--- src/rtl/rv_opcodes.sv ---
// Shared RISC-V opcode constants for the tiny_rv core.
`ifndef RV_OPCODES_SV
`define RV_OPCODES_SV
// Canonical NOP: addi x0, x0, 0
`define RV_NOP 32'h0000_0013
`endif

--- src/rtl/tiny_rv_pkg.sv ---
// Shared types and constants for the tiny_rv core.
`ifndef RV_NOP
`define RV_NOP 32'h0000_0013
`endif

package tiny_rv_pkg;

  localparam int IMEM_ADDR_W = 32;

  // Instruction word presented to decode whenever no real instruction is available
  localparam logic [31:0] NOP_INST = `RV_NOP;

  // Fetch FSM:
  //   IDLE  - one cycle after reset, no request
  //   REQ   - presenting (or ready to present) a read request
  //   WAIT  - one read outstanding, its data is wanted
  //   DRAIN - one read outstanding, its data will be discarded (flushed)
  typedef enum logic [1:0] {
    IDLE  = 2'd0,
    REQ   = 2'd1,
    WAIT  = 2'd2,
    DRAIN = 2'd3
  } fetch_state_t;

endpackage

--- src/rtl/tiny_rv_fetch_buf.sv ---
// One-entry pc/instruction holding buffer. Catches a read response that
// arrives while decode is stalled so it is not lost.
module tiny_rv_fetch_buf
  import tiny_rv_pkg::*;
(
  input  logic                   clk,
  input  logic                   rst_n,
  input  logic                   wr,
  input  logic [IMEM_ADDR_W-1:0] wr_pc,
  input  logic [31:0]            wr_inst,
  input  logic                   rd,
  input  logic                   clr,
  output logic                   valid,
  output logic [IMEM_ADDR_W-1:0] pc,
  output logic [31:0]            inst
);

  // Occupancy flag: clear beats write, write beats read.
  always_ff @(posedge clk or negedge rst_n) begin
    if (!rst_n) begin
      valid <= 1'b0;
    end else if (clr) begin
      valid <= 1'b0;
    end else if (wr) begin
      valid <= 1'b1;
    end else if (rd) begin
      valid <= 1'b0;
    end
  end

  // Payload storage, captured on write.
  always_ff @(posedge clk or negedge rst_n) begin
    if (!rst_n) begin
      pc   <= '0;
      inst <= NOP_INST;
    end else if (wr && !clr) begin
      pc   <= wr_pc;
      inst <= wr_inst;
    end
  end

endmodule

--- src/rtl/tiny_rv_fetch.sv ---
// Instruction fetch stage of the tiny_rv core. Issues word reads on the
// req/gnt/rvalid instruction bus (at most one outstanding) and presents
// pc/instruction pairs, or NOP bubbles, to decode.
//
// Handshakes:
//   memory request : a read is accepted on a cycle with o_imem_req && i_imem_gnt;
//                    req and addr stay stable until that cycle unless a flush
//                    or a full buffer under stall withdraws the request.
//                    i_imem_rvalid returns data in order, at least one cycle later.
//   decode         : fetch_* advance on every cycle without i_pipe_stall; a
//                    stall freezes them. Flush overrides stall.
module tiny_rv_fetch
  import tiny_rv_pkg::*;
#(
  parameter logic [31:0] RESET_PC = 32'h0000_0000
) (
  input  logic        i_clk,
  input  logic        i_reset_n,
  input  logic        i_pipe_stall,
  input  logic        i_pipe_flush,
  input  logic [31:0] i_redirect_pc,
  output logic        o_imem_req,
  output logic [31:0] o_imem_addr,
  input  logic        i_imem_gnt,
  input  logic        i_imem_rvalid,
  input  logic [31:0] i_imem_rdata,
  output logic [31:0] fetch_pc,
  output logic [31:0] fetch_inst,
  output logic        fetch_valid,
  output logic [1:0]  dbg_state
);

  fetch_state_t state_q, state_d;
  logic [31:2]  pc_q;
  logic [31:2]  req_addr_q;

  logic         hs;
  logic         rsp_live;
  logic         rsp_direct;
  logic         buf_wr;
  logic         buf_rd;
  logic         buf_valid;
  logic [31:0]  buf_pc;
  logic [31:0]  buf_inst;
  logic         unused_redirect;

  // The low redirect bits carry no meaning for word fetches.
  assign unused_redirect = ^i_redirect_pc[1:0];

  assign dbg_state   = state_q;
  assign o_imem_req  = (state_q == REQ) && !i_pipe_flush && (!buf_valid || !i_pipe_stall);
  assign o_imem_addr = {pc_q, 2'b00};
  assign hs          = o_imem_req && i_imem_gnt;

  // A response is wanted only in WAIT and only if this cycle does not flush.
  // It goes straight to the output registers when decode is moving and
  // nothing older is buffered; otherwise it parks in the buffer.
  assign rsp_live   = (state_q == WAIT) && i_imem_rvalid && !i_pipe_flush;
  assign rsp_direct = rsp_live && !i_pipe_stall && !buf_valid;
  assign buf_wr     = rsp_live && !rsp_direct;
  assign buf_rd     = buf_valid && !i_pipe_stall && !i_pipe_flush;

  tiny_rv_fetch_buf u_buf (
    .clk     (i_clk),
    .rst_n   (i_reset_n),
    .wr      (buf_wr),
    .wr_pc   ({req_addr_q, 2'b00}),
    .wr_inst (i_imem_rdata),
    .rd      (buf_rd),
    .clr     (i_pipe_flush),
    .valid   (buf_valid),
    .pc      (buf_pc),
    .inst    (buf_inst)
  );

  // FSM state register.
  always_ff @(posedge i_clk or negedge i_reset_n) begin
    if (!i_reset_n) begin
      state_q <= IDLE;
    end else begin
      state_q <= state_d;
    end
  end

  // FSM next state: a flush while a read is pending turns WAIT into DRAIN.
  always_comb begin
    state_d = state_q;
    unique case (state_q)
      IDLE:    state_d = REQ;
      REQ:     if (hs) state_d = WAIT;
      WAIT: begin
        if (i_imem_rvalid)     state_d = REQ;
        else if (i_pipe_flush) state_d = DRAIN;
      end
      DRAIN:   if (i_imem_rvalid) state_d = REQ;
      default: state_d = IDLE;
    endcase
  end

  // Program counter: redirect on flush, advance by one word per accepted read.
  always_ff @(posedge i_clk or negedge i_reset_n) begin
    if (!i_reset_n) begin
      pc_q <= RESET_PC[31:2];
    end else if (i_pipe_flush) begin
      pc_q <= i_redirect_pc[31:2];
    end else if (hs) begin
      pc_q <= pc_q + 30'd1;
    end
  end

  // Address of the outstanding read, paired with its returning data.
  always_ff @(posedge i_clk or negedge i_reset_n) begin
    if (!i_reset_n) begin
      req_addr_q <= '0;
    end else if (hs) begin
      req_addr_q <= pc_q;
    end
  end

  // Decode-facing registers: bubble on flush, frozen on stall, otherwise
  // buffered entry first, then a direct response, else a bubble.
  always_ff @(posedge i_clk or negedge i_reset_n) begin
    if (!i_reset_n) begin
      fetch_valid <= 1'b0;
      fetch_pc    <= '0;
      fetch_inst  <= NOP_INST;
    end else if (i_pipe_flush) begin
      fetch_valid <= 1'b0;
      fetch_pc    <= '0;
      fetch_inst  <= NOP_INST;
    end else if (!i_pipe_stall) begin
      if (buf_valid) begin
        fetch_valid <= 1'b1;
        fetch_pc    <= buf_pc;
        fetch_inst  <= buf_inst;
      end else if (rsp_direct) begin
        fetch_valid <= 1'b1;
        fetch_pc    <= {req_addr_q, 2'b00};
        fetch_inst  <= i_imem_rdata;
      end else begin
        fetch_valid <= 1'b0;
        fetch_pc    <= '0;
        fetch_inst  <= NOP_INST;
      end
    end
  end

  // Read data may only arrive while a read is outstanding.
  a_no_stray_rvalid: assert property (@(posedge i_clk) disable iff (!i_reset_n)
    !(i_imem_rvalid && (state_q == IDLE || state_q == REQ)));

endmodule

--- config.mk ---
export PLATFORM = sky130hd
export DESIGN_NAME = tiny_rv_fetch
export DESIGN_NICKNAME = d
export VERILOG_FILES = /design/src/rtl/rv_opcodes.sv /design/src/rtl/tiny_rv_pkg.sv /design/src/rtl/tiny_rv_fetch_buf.sv /design/src/rtl/tiny_rv_fetch.sv
export SDC_FILE = /design/constraint.sdc
export NUM_CORES = 1
export LEC_CHECK = 0
export BUFFER_PORTS_ARGS = -buffer_cell sky130_fd_sc_hd__buf_4
export CAP_MARGIN = 40
export CORE_MARGIN = 2
export CORE_UTILIZATION = 45
export DETAILED_ROUTE_END_ITERATION = 10
export PLACE_DENSITY_LB_ADDON = 0.05
export SLEW_MARGIN = 20
export SYNTH_ARGS = -nofsm -noshare
export SYNTH_HDL_FRONTEND = slang
export SYNTH_SLANG_ARGS = --single-unit
--- constraint.sdc ---
create_clock -name i_clk -period 2.8 [get_ports i_clk]
set_clock_uncertainty 0.05 [all_clocks]
set_input_delay 0.42 -clock i_clk [delete_from_list [all_inputs] [get_ports i_clk]]
set_output_delay 0.42 -clock i_clk [all_outputs]
set_load 0.01 [all_outputs]
# Yosys cells after proc, flatten, opt, wreduce, memory -nomap -nowiden
# Cells that the tools add are included.
# Widths: inputs -> output; s select.
[totals]
regBits = 190
input_bits = 70
out_inout_bits = 100
elab_cells = 59
[classes]
add_sub_neg = 1
n_eq_ne = 7
muxes = 22
n_reduce_logical = 20
[ops]
columns = ["operator", "count"]
rows = [
  ["$mux 32", 8],
  ["$mux 30", 2],
  ["$add 30x1->30 const B", 1],
  ["$logic_and 1x1->1", 11],
  ["$mux 2", 4],
  ["$pmux 2 s4", 1],
  ["$mux 1", 7],
  ["$eq 2x2->1 const B", 2],
  ["$logic_not 1->1", 4],
  ["$ne 2x2->1 const B", 2],
  ["$ne 3x3->1 const B", 1],
  ["$reduce_and 3->1", 1],
  ["$reduce_bool 3->1", 1],
  ["$eq 2x1->1 const B", 1],
  ["$logic_not 2->1", 1],
  ["$ne 2x1->1 const B", 1],
  ["$reduce_bool 2->1", 1],
  ["$logic_or 1x1->1", 1],
]

# Logic depth before layout (Yosys ltp)
# Gate-level depths: netlist (run 1).
[logic_depth]
depth_word = 9
ltp_mapped = 9
ltp_nobuf = 7

# Cells and area by module
# A second synthesis (run 1) with hierarchy kept.
[unflattened]
cells_unflattened = 745
hier_area_um2 = 8987.4
[by_module_without_submodules]
columns = ["mod", "n_inst", "cells_per_inst", "area_each_um2", "seq_area_each_um2"]
rows = [
  ["tiny_rv_fetch", 1, 605, 6242.2, 3181.8],
  ["tiny_rv_fetch_buf", 1, 140, 2745.1, 1630.3],
]

# Least setup slack after synthesis (run 1)
# No wires, ideal clock.
[synth_timing]
kind = "register to register"
startpoint = "register state_q[1] (netlist: dbg_state[1])"
endpoint = "register req_addr_q[27] in the netlist's numbering"
setup_time_ns = 0.128
t_arrival_ns = 1.801
path_slack_ns = 0.821
path_stages_with_launch = 9
path_buffers = 2
synth_period_minus_slack_ns = 1.979
cell_sequence = "dfrtp_1 -> inv_1 -> ha_1 -> a21boi_4 -> and2_1 -> buf_4 -> nand2_4 -> buf_2 -> mux2_1"
[synth_via]
elab_chain_cells = 4
[synth_rtl]
columns = ["element", "line", "source"]
rows = [
  ["from (decl)", "tiny_rv_fetch.sv:33", "fetch_state_t state_q, state_d;"],
  ["from (signal assigned)", "tiny_rv_fetch.sv:81", "state_q <= state_d;"],
  ["$eq 2x1->1", "tiny_rv_fetch.sv:51", "assign o_imem_req = (state_q == REQ) && !i_pipe_flush && (!buf_valid || !i_pipe_stall);"],
  ["$logic_and 1x1->1 (2 in series)", "tiny_rv_fetch.sv:51", ""],
  ["$logic_and 1x1->1", "tiny_rv_fetch.sv:53", "assign hs = o_imem_req && i_imem_gnt;"],
  ["to (signal assigned)", "tiny_rv_fetch.sv:116", "req_addr_q <= pc_q;"],
  ["to (decl)", "tiny_rv_fetch.sv:35", "logic [31:2] req_addr_q;"],
]
# No other way between the ends.
# A chain may end at the register's enable or synchronous reset.

# Worst setup path in the final report (run 1)
[layout_timing]
startpoint = "register state_q[1] (netlist: dbg_state[1])"
endpoint = "register req_addr_q[16] in the netlist's numbering"
# The elaborated chain is that of the path after synthesis.

==> impl_metrics.py, run 1 <==
metrics = {
    "floorplanning": {
        "placement_rows": 50,
        "die_x_extent_um": 141.2,
        "floorplan.initialDensity": 0.4556,
        "core_mm2": 0.01858,
        "die_area_mm2": 0.01993,
        "floorplan.io_pins": 170,
        "die_h_um": 141.2,
    },
    "synthesis": {
        "post_synth_main_area_contributors": "dfrtp_1 54%, a221oi_1 6.2%, mux2_2 6.1%",
        "synth_top_family_by_area": "simple AND/OR/NAND/NOR gates",
        "synth_seq_area_share": 0.5566,
        "post_synth_num_cell_types": 43,
        "synth-async-reset-ratio": 1.000,
        "yosysTopAreaCell": "dfrtp_1",
        "post_synth_and_or_nand_nor_area_fraction": 0.1531,
        "synth_top_flop_cell": "dfrtp_1",
        "post_synthesis_compound_gate_area_fraction": 0.09341,
        "post_synth_mux_area_share": 0.1209,
        "netlist_area_before_placement_mm2": 0.008466,
        "synth-xor-area-share": 0.03000,
        "netlist_instances": 713,
        "syn_avg_cell_area_um2": 11.87,
        "synth_warnings": 0,
        "synth.ff_latch_count": 188,
        "synth_fa_ha_area_frac": 0.005912,
        "synth_enable_flop_cells": 0,
        "yosys.area.top_type_share": 0.5380,
    },
    "sta": {
        "slew_headroom": 0.5426,
        "final_max_slew_viol_count": 0,
        "setup_viol": 0,
        "finalWorstPathRequiredPeriod_ps": 2383,
        "fmax_mhz": 419.6,
        "setup_repair_after_global_routing_missed_its_margin": "no",
        "worst_slew_pin_slew_ps": 686.2,
        "timing_hold_violations_final": 0,
        "final.period_utilization": 0.8511,
        "setup_total_negative_slack_ps": 0,
    },
    "worst_setup_path": {
        "critical_path_required_ps": 3060,
        "timing.critical_path.arrival_ps": 2640,
        "critical_path.endpoint_type": "flip-flop",
        "cp-start-kind": "flip-flop",
        "critical_path_peak_fanout": 34,
        "critical_path_type": "reg -> reg",
    },
    "clock_network": {
        "cts_root_buf": "clkbuf_16",
        "worstSkewPairLatency_ps": 430,
        "cts_buffers": 17,
        "postCtsSetupRepairBufs": 0,
        "postCtsResizedCells": 0,
        "ctsLongestPathBuffers": 2,
        "cts_clock_pin_slew_for_the_worst_setup_and_hold_paths_ps": 70,
        "cts.sinks": 188,
        "h_tree_depth_reported_by_cts": 4,
        "clock_tree_from_tritoncts": "done",
    },
    "drt": {
        "wire_length_per_cell_um": 19.25,
        "drc": 0,
        "number_of_design_rule_violations_left_by_the_first_detailed_router_iteration": 255,
        "wl_um": 21180,
        "wirelength_met1_um": 9815,
        "routed-wl-met3_um": 810,
        "detailroute.wirelength.met2_um": 10110,
        "via_cell_ratio": 5.644,
        "dr_total_vias": 6208,
        "top_layer": "met4",
        "postRouteAntennaNets": 0,
        "detail_route.first_pass.iterations": 4,
    },
    "pwr": {
        "powerDensity_mw_per_mm2": 757.2,
        "peak_supply_drop_uv": 489.8,
        "total_leakage_power_nw": 4.793,
    },
    "global_route": {
        "first_global_vias": 6556,
        "grt_pass1_wl_um": 34570,
        "antenna_found_initial": 0,
        "global_route.overflow_total": 0,
        "grt_start_max_net_pins": 87,
        "groute.usage.overall": 0.2216,
    },
    "run_status": {
        "run_status": "finished clean",
    },
    "min_path": {
        "hold_path.class": "in -> reg",
    },
    "placement": {
        "port-buffer-count": 163,
        "dp_hpwl_um": 13580,
        "gp_congestion": 0.7618,
        "post_dp_cell_area_mm2": 0.009826,
    },
    "finish": {
        "nNetsFinal": 927,
        "antenna_cells_inserted": 0,
        "share_of_layout_cells_above_drive_strength_1": 0.3129,
        "fin_area_mm2": 0.01048,
        "flow.area_growth_from_synthesis_pct": 23.84,
    },
    "flow_run": {
        "maxCapViolCount": 0,
    },
}
[registers in the layout, indices dropped and copies added, names as in the netlist]
register and cells:
fetch_inst 32, u_buf.inst 32, fetch_pc 30, pc_q 30, req_addr_q 30, u_buf.pc 30, dbg_state 2, fetch_valid 1
u_buf.valid 1
[per-stage QoR]
stage          std cells  power (mW)  hold slack (ps)  worst slack (ps)  utilization
2_1_floorplan        716       4.818            74.41             821.5            -
3_3_place_gp        1066       5.326            417.1             438.8       0.5288
3_5_place_dp        1066       5.452            427.9             405.0       0.5288
4_1_cts             1099       8.021            137.7             396.1       0.5632
5_1_grt             1100       8.379            142.9             236.4       0.5642
6_report            1100       7.938            152.2             416.8       0.5642
[Yosys cell counts, types with 2 or more instances]
library cell  count
nor2_1            5
ha_1              4
xor2_1            7
and2_1            4
inv_1             6
nor4_2            5
o21ai_1          21
nand3_1           8
o211ai_1          3
clkbuf_1         37
buf_6             9
dfrtp_1         182
o22ai_1           3
buf_4             6
a221oi_1         60
nor2b_1          59
nand4_1           6
and4_1            6
dfstp_2           6
and3_1            5
nand2_1          53
nor3_1           63
mux2_2           46
mux2_1           44
nor4_1           10
buf_2             4
o21ai_0          13
xnor2_1          22
a21oi_1           2
[cell families after synthesis]
family / count (synthesis)
AO/OA/AOI/OAI: 106
buffers and inverters: 64
other: 1
AND/OR/NAND/NOR: 230
XOR/XNOR: 29
adder cells (fa/ha/maj): 4
multiplexers: 91
flip-flops: 188
[layout make-up]
| class | instances | area [µm²] |
|---|---|---|
| Fill cell | 1619 | 8097 |
| Sequential cell | 188 | 4713 |
| Multi-Input combinational cell | 464 | 3438 |
| Timing Repair Buffer | 175 | 1385 |
| Clock buffer | 21 | 470.5 |
| Tap cell | 234 | 292.8 |
| Clock inverter | 11 | 157.7 |
| Inverter | 7 | 26.28 |
[layer usage]
layer	up-vias	GRT usage
met2	160	0.3608
met5	-	0
li1	2866	-
met1	3151	0.3044
met4	0	0.07947
met3	31	0.03261
[path summary, 6_finish.rpt]
path / from / slack, ps / to / cells after the start
setup / recovery: dbg_state[1]$_DFFE_PN0P_ / 420 / req_addr_q[16]$_DFFE_PN0P_ / 6
hold / removal: i_redirect_pc[17] / 150 / pc_q[17]$_DFFE_PN0P_ / 3
setup reg to reg: dbg_state[1]$_DFFE_PN0P_ / 420 / req_addr_q[16]$_DFFE_PN0P_ / 6
hold reg to reg: u_buf.pc[21]$_DFFE_PN0P_ / 440 / u_buf.pc[21]$_DFFE_PN0P_ / 1
min in group asynchronous: i_reset_n / 520 / fetch_inst[9]$_DFFE_PN0P_ / 2
max in group asynchronous: i_reset_n / 1370 / req_addr_q[30]$_DFFE_PN0P_ / 3
[worst max-delay path, cell delays in order, from the launching register on]
cell	delay (ps)
dfrtp_1	430
inv_1	100
ha_1	210
a21boi_4	300
and2_1	380
nand2_4	360
mux2_1	430
[what timing repair did]
action	CTS	global route
hold endpoints to repair	34	0
hold buffers	1	0
endpoints found under the setup margin	0	0
[cells in the final DEF (no fill, tap or decap), types with 7 or more instances in the layout]
master     count
clkbuf_16     17
nor3_1        63
buf_4        168
nor2b_1       59
a221oi_1      60
xor2_1         7
nand2_1       53
nor4_1        10
mux2_1        44
o21ai_1       21
xnor2_1       22
nand3_1        8
o21ai_0       13
dfrtp_1      181
mux2_2        46
[power by group]
part / switching (mW) / leakage (nW) / total, mW / internal (mW)
Sequential: 0.504 / 2.43 / 3.97 / 3.47
Clock: 1.06 / 0.306 / 2.56 / 1.49
Combinational: 0.632 / 2.05 / 1.41 / 0.780
(Power assumes the default switching activity.)
==> inputs of run 2 (changes only) <==
- BUFFER_PORTS_ARGS: -buffer_cell sky130_fd_sc_hd__buf_4 -> -buffer_cell sky130_fd_sc_hd__clkbuf_2
- GPL_TIMING_DRIVEN: unset -> 1
==> impl_metrics.py, run 2 (synthesized netlist as in run 1, its figures left out) <==
metrics = {
    "run_status": {
        "run_status": "finished clean",
    },
    "drt": {
        "via_cell_ratio": 5.615,
        "wire_length_per_cell_um": 18.92,
        "wl_um": 20850,
        "detail_route.first_pass.iterations": 7,
        "number_of_design_rule_violations_left_by_the_first_detailed_router_iteration": 313,
        "dr_total_vias": 6188,
        "postRouteAntennaNets": 0,
        "drc": 0,
    },
    "pwr": {
        "clock_power_share": 0.321,
        "netSwitchingPower_mw": 2.132,
        "power_frac_seq": 0.508,
        "comb_power_share": 0.171,
        "powerDensity_mw_per_mm2": 775.1,
        "report.power.total_mw": 7.798,
        "total_leakage_power_nw": 4.674,
        "peak_supply_drop_uv": 453.7,
        "swShare": 0.2734,
        "internal_power_mw": 5.666,
    },
    "floorplanning": {
        "placement_rows": 50,
        "floorplan.initialDensity": 0.4556,
        "floorplan.io_pins": 170,
        "die_h_um": 141.2,
        "die_area_mm2": 0.01993,
        "core_mm2": 0.01858,
        "die_x_extent_um": 141.2,
    },
    "global_route": {
        "antenna_found_initial": 0,
        "global_route.overflow_total": 0,
        "groute.usage.overall": 0.2161,
        "grt_pass1_wl_um": 34270,
        "grt_start_max_net_pins": 81,
        "first_global_vias": 6540,
    },
    "finish": {
        "leading_cell_type_in_the_layout_fill_and_taps_excluded": "dfrtp_1",
        "flow.area_growth_from_synthesis_pct": 18.83,
        "share_of_layout_cells_above_drive_strength_1": 0.3111,
        "layout_common_cells": "181 x dfrtp_1, 160 x clkbuf_2, 63 x nor3_1",
        "antenna_cells_inserted": 0,
        "final_util": 0.5414,
        "top_regs": "fetch_inst: 32 flops, u_buf.inst: 32 flops",
        "fin_area_mm2": 0.01006,
        "finish.cell_count_without_fillers": 1102,
        "nNetsFinal": 930,
    },
    "worst_setup_path": {
        "cp-start-kind": "flip-flop",
        "path_delay_family": "flip-flops",
        "worst-path-buf-inv": 2,
        "timing.critical_path.arrival_ps": 1800,
        "critical_path.max_stage_delay_ps": 410,
        "critPathSlowestCell": "dfrtp_1",
        "critical_path_required_ps": 2330,
        "cp_cell_sequence": "inv_1 -> ha_1 -> a21boi_4 -> and2_1 -> clkbuf_2",
        "critical_path.endpoint_type": "output pin",
        "critical_path_peak_fanout": 6,
        "critical_path_type": "reg -> out",
    },
    "sta": {
        "fmax_mhz": 440.5,
        "slew_headroom": 0.4567,
        "setup_total_negative_slack_ps": 0,
        "final_max_slew_viol_count": 0,
        "final.period_utilization": 0.8107,
        "hold_ws_ps": 160.5,
        "timing_hold_violations_final": 0,
        "setup_viol": 0,
        "finalWorstPathRequiredPeriod_ps": 2270,
        "postLayoutSetupSlackWorst_ps": 530.0,
        "worst_slew_pin_slew_ps": 814.9,
        "setup_repair_after_global_routing_missed_its_margin": "no",
    },
    "placement": {
        "place_worst_setup_slack_ps": 485.2,
        "port-buffer-count": 163,
        "post_dp_cell_area_mm2": 0.009443,
        "dp_hpwl_um": 13710,
        "gp_congestion": 0.7730,
        "dp.cells": 1070,
    },
    "clock_network": {
        "postCtsHoldBufs": 1,
        "worstSkewPairLatency_ps": 420,
        "postCtsResizedCells": 0,
        "cts_root_buf": "clkbuf_16",
        "ctsLongestPathBuffers": 2,
        "cts_clock_pin_slew_for_the_worst_setup_and_hold_paths_ps": 70,
        "h_tree_depth_reported_by_cts": 4,
        "clock_tree_from_tritoncts": "done",
        "postCtsSetupRepairBufs": 0,
        "cts_buffers": 17,
        "cts.sinks": 188,
    },
    "min_path": {
        "hold_path.class": "in -> reg",
    },
    "flow_run": {
        "maxCapViolCount": 0,
    },
}
## run 2: final timing paths
check                                    startpoint                         end  slack (ps)  cells after the start
setup / recovery           dbg_state[1]$_DFFE_PN0P_                  o_imem_req         530                      5
hold / removal                     i_redirect_pc[6]         pc_q[6]$_DFFE_PN0P_         160                      3
setup reg to reg           dbg_state[1]$_DFFE_PN0P_  req_addr_q[13]$_DFFE_PN0P_         610                      6
hold reg to reg            u_buf.pc[30]$_DFFE_PN0P_    u_buf.pc[30]$_DFFE_PN0P_         440                      1
max in group asynchronous                 i_reset_n        pc_q[21]$_DFFE_PN0P_        1440                      3
min in group asynchronous                 i_reset_n   fetch_inst[9]$_DFFE_PN0P_         500                      2
## run 2: worst min-delay path: stages
cell      delay (ps)
clkbuf_2          80
nand2_1           40
o21ai_0           60
## run 2: final cells by class
class	instances	area, µm²
flip-flops and latches	188	4713
fillers	1633	8521
repair buffers	178	982.2
clock inverters	10	166.4
clock buffers	21	440.4
well taps	234	292.8
inverters	7	26.28
multi-input cells	464	3438
## run 2: metal layers
metal | global-route usage | up-vias | share of wire
met5 | 0 | - | 0
met4 | 0.06316 | 0 | 0.013
met3 | 0.03499 | 16 | 0.037
met2 | 0.3613 | 132 | 0.49
met1 | 0.2923 | 3174 | 0.46
li1 | - | 2866 | -
## run 2: power groups by stage
stage,Clock [mW],Combinational [mW],Sequential [mW]
6_report,2.51,1.33,3.96
5_1_grt,2.67,1.48,4.07
4_1_cts,2.58,1.36,3.96
3_5_place_dp,0,1.36,4.01
3_3_place_gp,0,1.29,3.95
2_1_floorplan,0,0.919,3.90
==> inputs of run 3 (changes only) <==
- clock period: 2.8 -> 2.2 ns (I/O delays scaled with it)
==> impl_metrics.py, run 3 (synthesized netlist as in run 1, its figures left out) <==
metrics = {
    "pwr": {
        "clock_power_share": 0.295,
        "peak_supply_drop_uv": 585.1,
        "netSwitchingPower_mw": 2.810,
        "report.power.total_mw": 9.717,
        "power_frac_seq": 0.515,
        "internal_power_mw": 6.906,
        "comb_power_share": 0.189,
        "powerDensity_mw_per_mm2": 950.7,
        "swShare": 0.2892,
        "total_leakage_power_nw": 4.770,
    },
    "sta": {
        "slew_headroom": 0.6513,
        "final_max_slew_viol_count": 0,
        "postLayoutSetupSlackWorst_ps": 87.31,
        "fmax_mhz": 473.3,
        "setup_viol": 0,
        "hold_ws_ps": 64.81,
        "setup_repair_after_global_routing_missed_its_margin": "yes",
        "final.period_utilization": 0.9603,
        "finalWorstPathRequiredPeriod_ps": 2113,
        "worst_slew_pin_slew_ps": 523.0,
        "timing_hold_violations_final": 0,
    },
    "worst_setup_path": {
        "cp-start-kind": "flip-flop",
        "worst-r2r-cell-count": 8,
        "critical_path.endpoint_type": "output pin",
        "critical_path_peak_fanout": 5,
        "rr_startpoint": "dbg_state[1]$_DFFE_PN0P_",
        "timing.critical_path.arrival_ps": 1730,
        "crit-reg2reg-capture": "pc_q[24]$_DFFE_PN0P_",
        "critical_path_type": "reg -> out",
        "reg2reg_slack_ps": 110,
        "critical_path_required_ps": 1820,
    },
    "finish": {
        "multiInputGateArea_mm2": 0.003477,
        "top_regs": "fetch_inst: 32 flops, u_buf.inst: 32 flops",
        "share_of_layout_cells_above_drive_strength_1": 0.3326,
        "final_util": 0.5501,
        "area.sequential_mm2": 0.004713,
        "antenna_cells_inserted": 0,
        "filler_cell_count": 1672,
        "fin_area_mm2": 0.01022,
        "leading_cell_type_in_the_layout_fill_and_taps_excluded": "dfrtp_1",
        "flow.area_growth_from_synthesis_pct": 20.74,
        "nNetsFinal": 948,
        "layout_common_cells": "181 x dfrtp_1, 160 x clkbuf_2, 63 x nor3_1",
    },
    "placement": {
        "dp_hpwl_um": 14200,
        "post_dp_cell_area_mm2": 0.009600,
        "port-buffer-count": 163,
        "place_worst_setup_slack_ps": 60.49,
        "gp_congestion": 0.7708,
    },
    "clock_network": {
        "clock_tree_from_tritoncts": "done",
        "ctsLongestPathBuffers": 2,
        "cts_clock_pin_slew_for_the_worst_setup_and_hold_paths_ps": 70,
        "cts_root_buf": "clkbuf_16",
        "h_tree_depth_reported_by_cts": 4,
        "worstSkewPairLatency_ps": 430,
        "cts.sinks": 188,
        "cts_buffers": 17,
    },
    "floorplanning": {
        "die_x_extent_um": 141.2,
        "die_h_um": 141.2,
        "die_area_mm2": 0.01993,
        "placement_rows": 50,
        "floorplan.io_pins": 170,
        "floorplan.initialDensity": 0.4556,
        "core_mm2": 0.01858,
    },
    "drt": {
        "detail_route.first_pass.iterations": 5,
        "number_of_design_rule_violations_left_by_the_first_detailed_router_iteration": 341,
        "postRouteAntennaNets": 0,
        "wl_um": 21340,
        "via_cell_ratio": 5.624,
        "drc": 0,
        "dr_total_vias": 6305,
        "wire_length_per_cell_um": 19.04,
    },
    "min_path": {
        "hold-path-cell-count": 3,
        "hold_path_startpoint": "i_redirect_pc[6]",
        "hold_path.class": "in -> reg",
        "hold_path_end": "pc_q[6]$_DFFE_PN0P_",
    },
    "global_route": {
        "grt_pass1_wl_um": 34510,
        "first_global_vias": 6526,
        "global_route.overflow_total": 0,
        "antenna_found_initial": 0,
        "groute.usage.overall": 0.2201,
        "grt_start_max_net_pins": 97,
    },
    "flow_run": {
        "maxCapViolCount": 0,
    },
    "run_status": {
        "run_status": "finished clean",
    },
}
-- run 3: how the worst max path moves through the flow --
stage,from,to,slack [ps]
final,dbg_state[1]$_DFFE_PN0P_,o_imem_req,90
after global placement,dbg_state[1]$_DFFE_PN0P_,req_addr_q[11]$_DFFE_PN0P_,140
after floorplan,dbg_state[1]$_DFFE_PN0P_,req_addr_q[27]$_DFFE_PN0P_,220
after CTS,dbg_state[1]$_DFFE_PN0P_,o_imem_req,60
after detailed placement,dbg_state[1]$_DFFE_PN0P_,req_addr_q[10]$_DFFE_PN0P_,60
after global routing,dbg_state[1]$_DFFE_PN0P_,pc_q[26]$_DFFE_PN0P_,-5
-- run 3: repair_timing --
item,CTS,global route
resized for setup,0,7
endpoints found under the setup margin,1,31
hold buffers,1,0
endpoints found under the hold margin,49,0
pin swaps,0,0
setup buffers,3,0
-- run 3: stage by stage --
stage                     setup TNS, ps  instances
final                                 0       1121
after floorplan                       0        716
after CTS                             0       1121
after global placement                0       1084
after detailed placement              0       1085
after global routing             -5.107       1121
-- run 3: area by class of cell --
| type | count | share of cell area |
|---|---|---|
| tap | 234 | 0.02864 |
| clock buffer | 21 | 0.04505 |
| clock inverter | 11 | 0.008324 |
| sequential | 188 | 0.4611 |
| multi-input combinational | 464 | 0.3402 |
| timing repair buffer | 196 | 0.1141 |
| inverter | 7 | 0.002571 |
-- run 3: worst max-delay path, stage by stage, from the launching register on --
cell	delay, ps
dfrtp_1	420
inv_1	90
ha_2	200
a21boi_4	240
and2_1	210
clkbuf_2	150
-- run 3: power by group through the flow --
| stage | combinational (mW) | sequential (mW) | clock [mW] |
|---|---|---|---|
| 2_1_floorplan | 1.17 | 4.96 | 0 |
| 5_1_grt | 2.04 | 5.14 | 3.09 |
| 3_5_place_dp | 1.81 | 5.07 | 0 |
| 4_1_cts | 1.86 | 5.01 | 2.95 |
| 3_3_place_gp | 1.73 | 5.00 | 0 |
| 6_report | 1.84 | 5.01 | 2.87 |
-- run 3: routing by layer --
layer  track usage  routed length [µm]  vias up
met4       0.06632                 319        0
met5             0                   0        -
li1              -                   -     2903
met1        0.3034                9814     3208
met2        0.3562               10310      169
met3       0.04178                 896       25
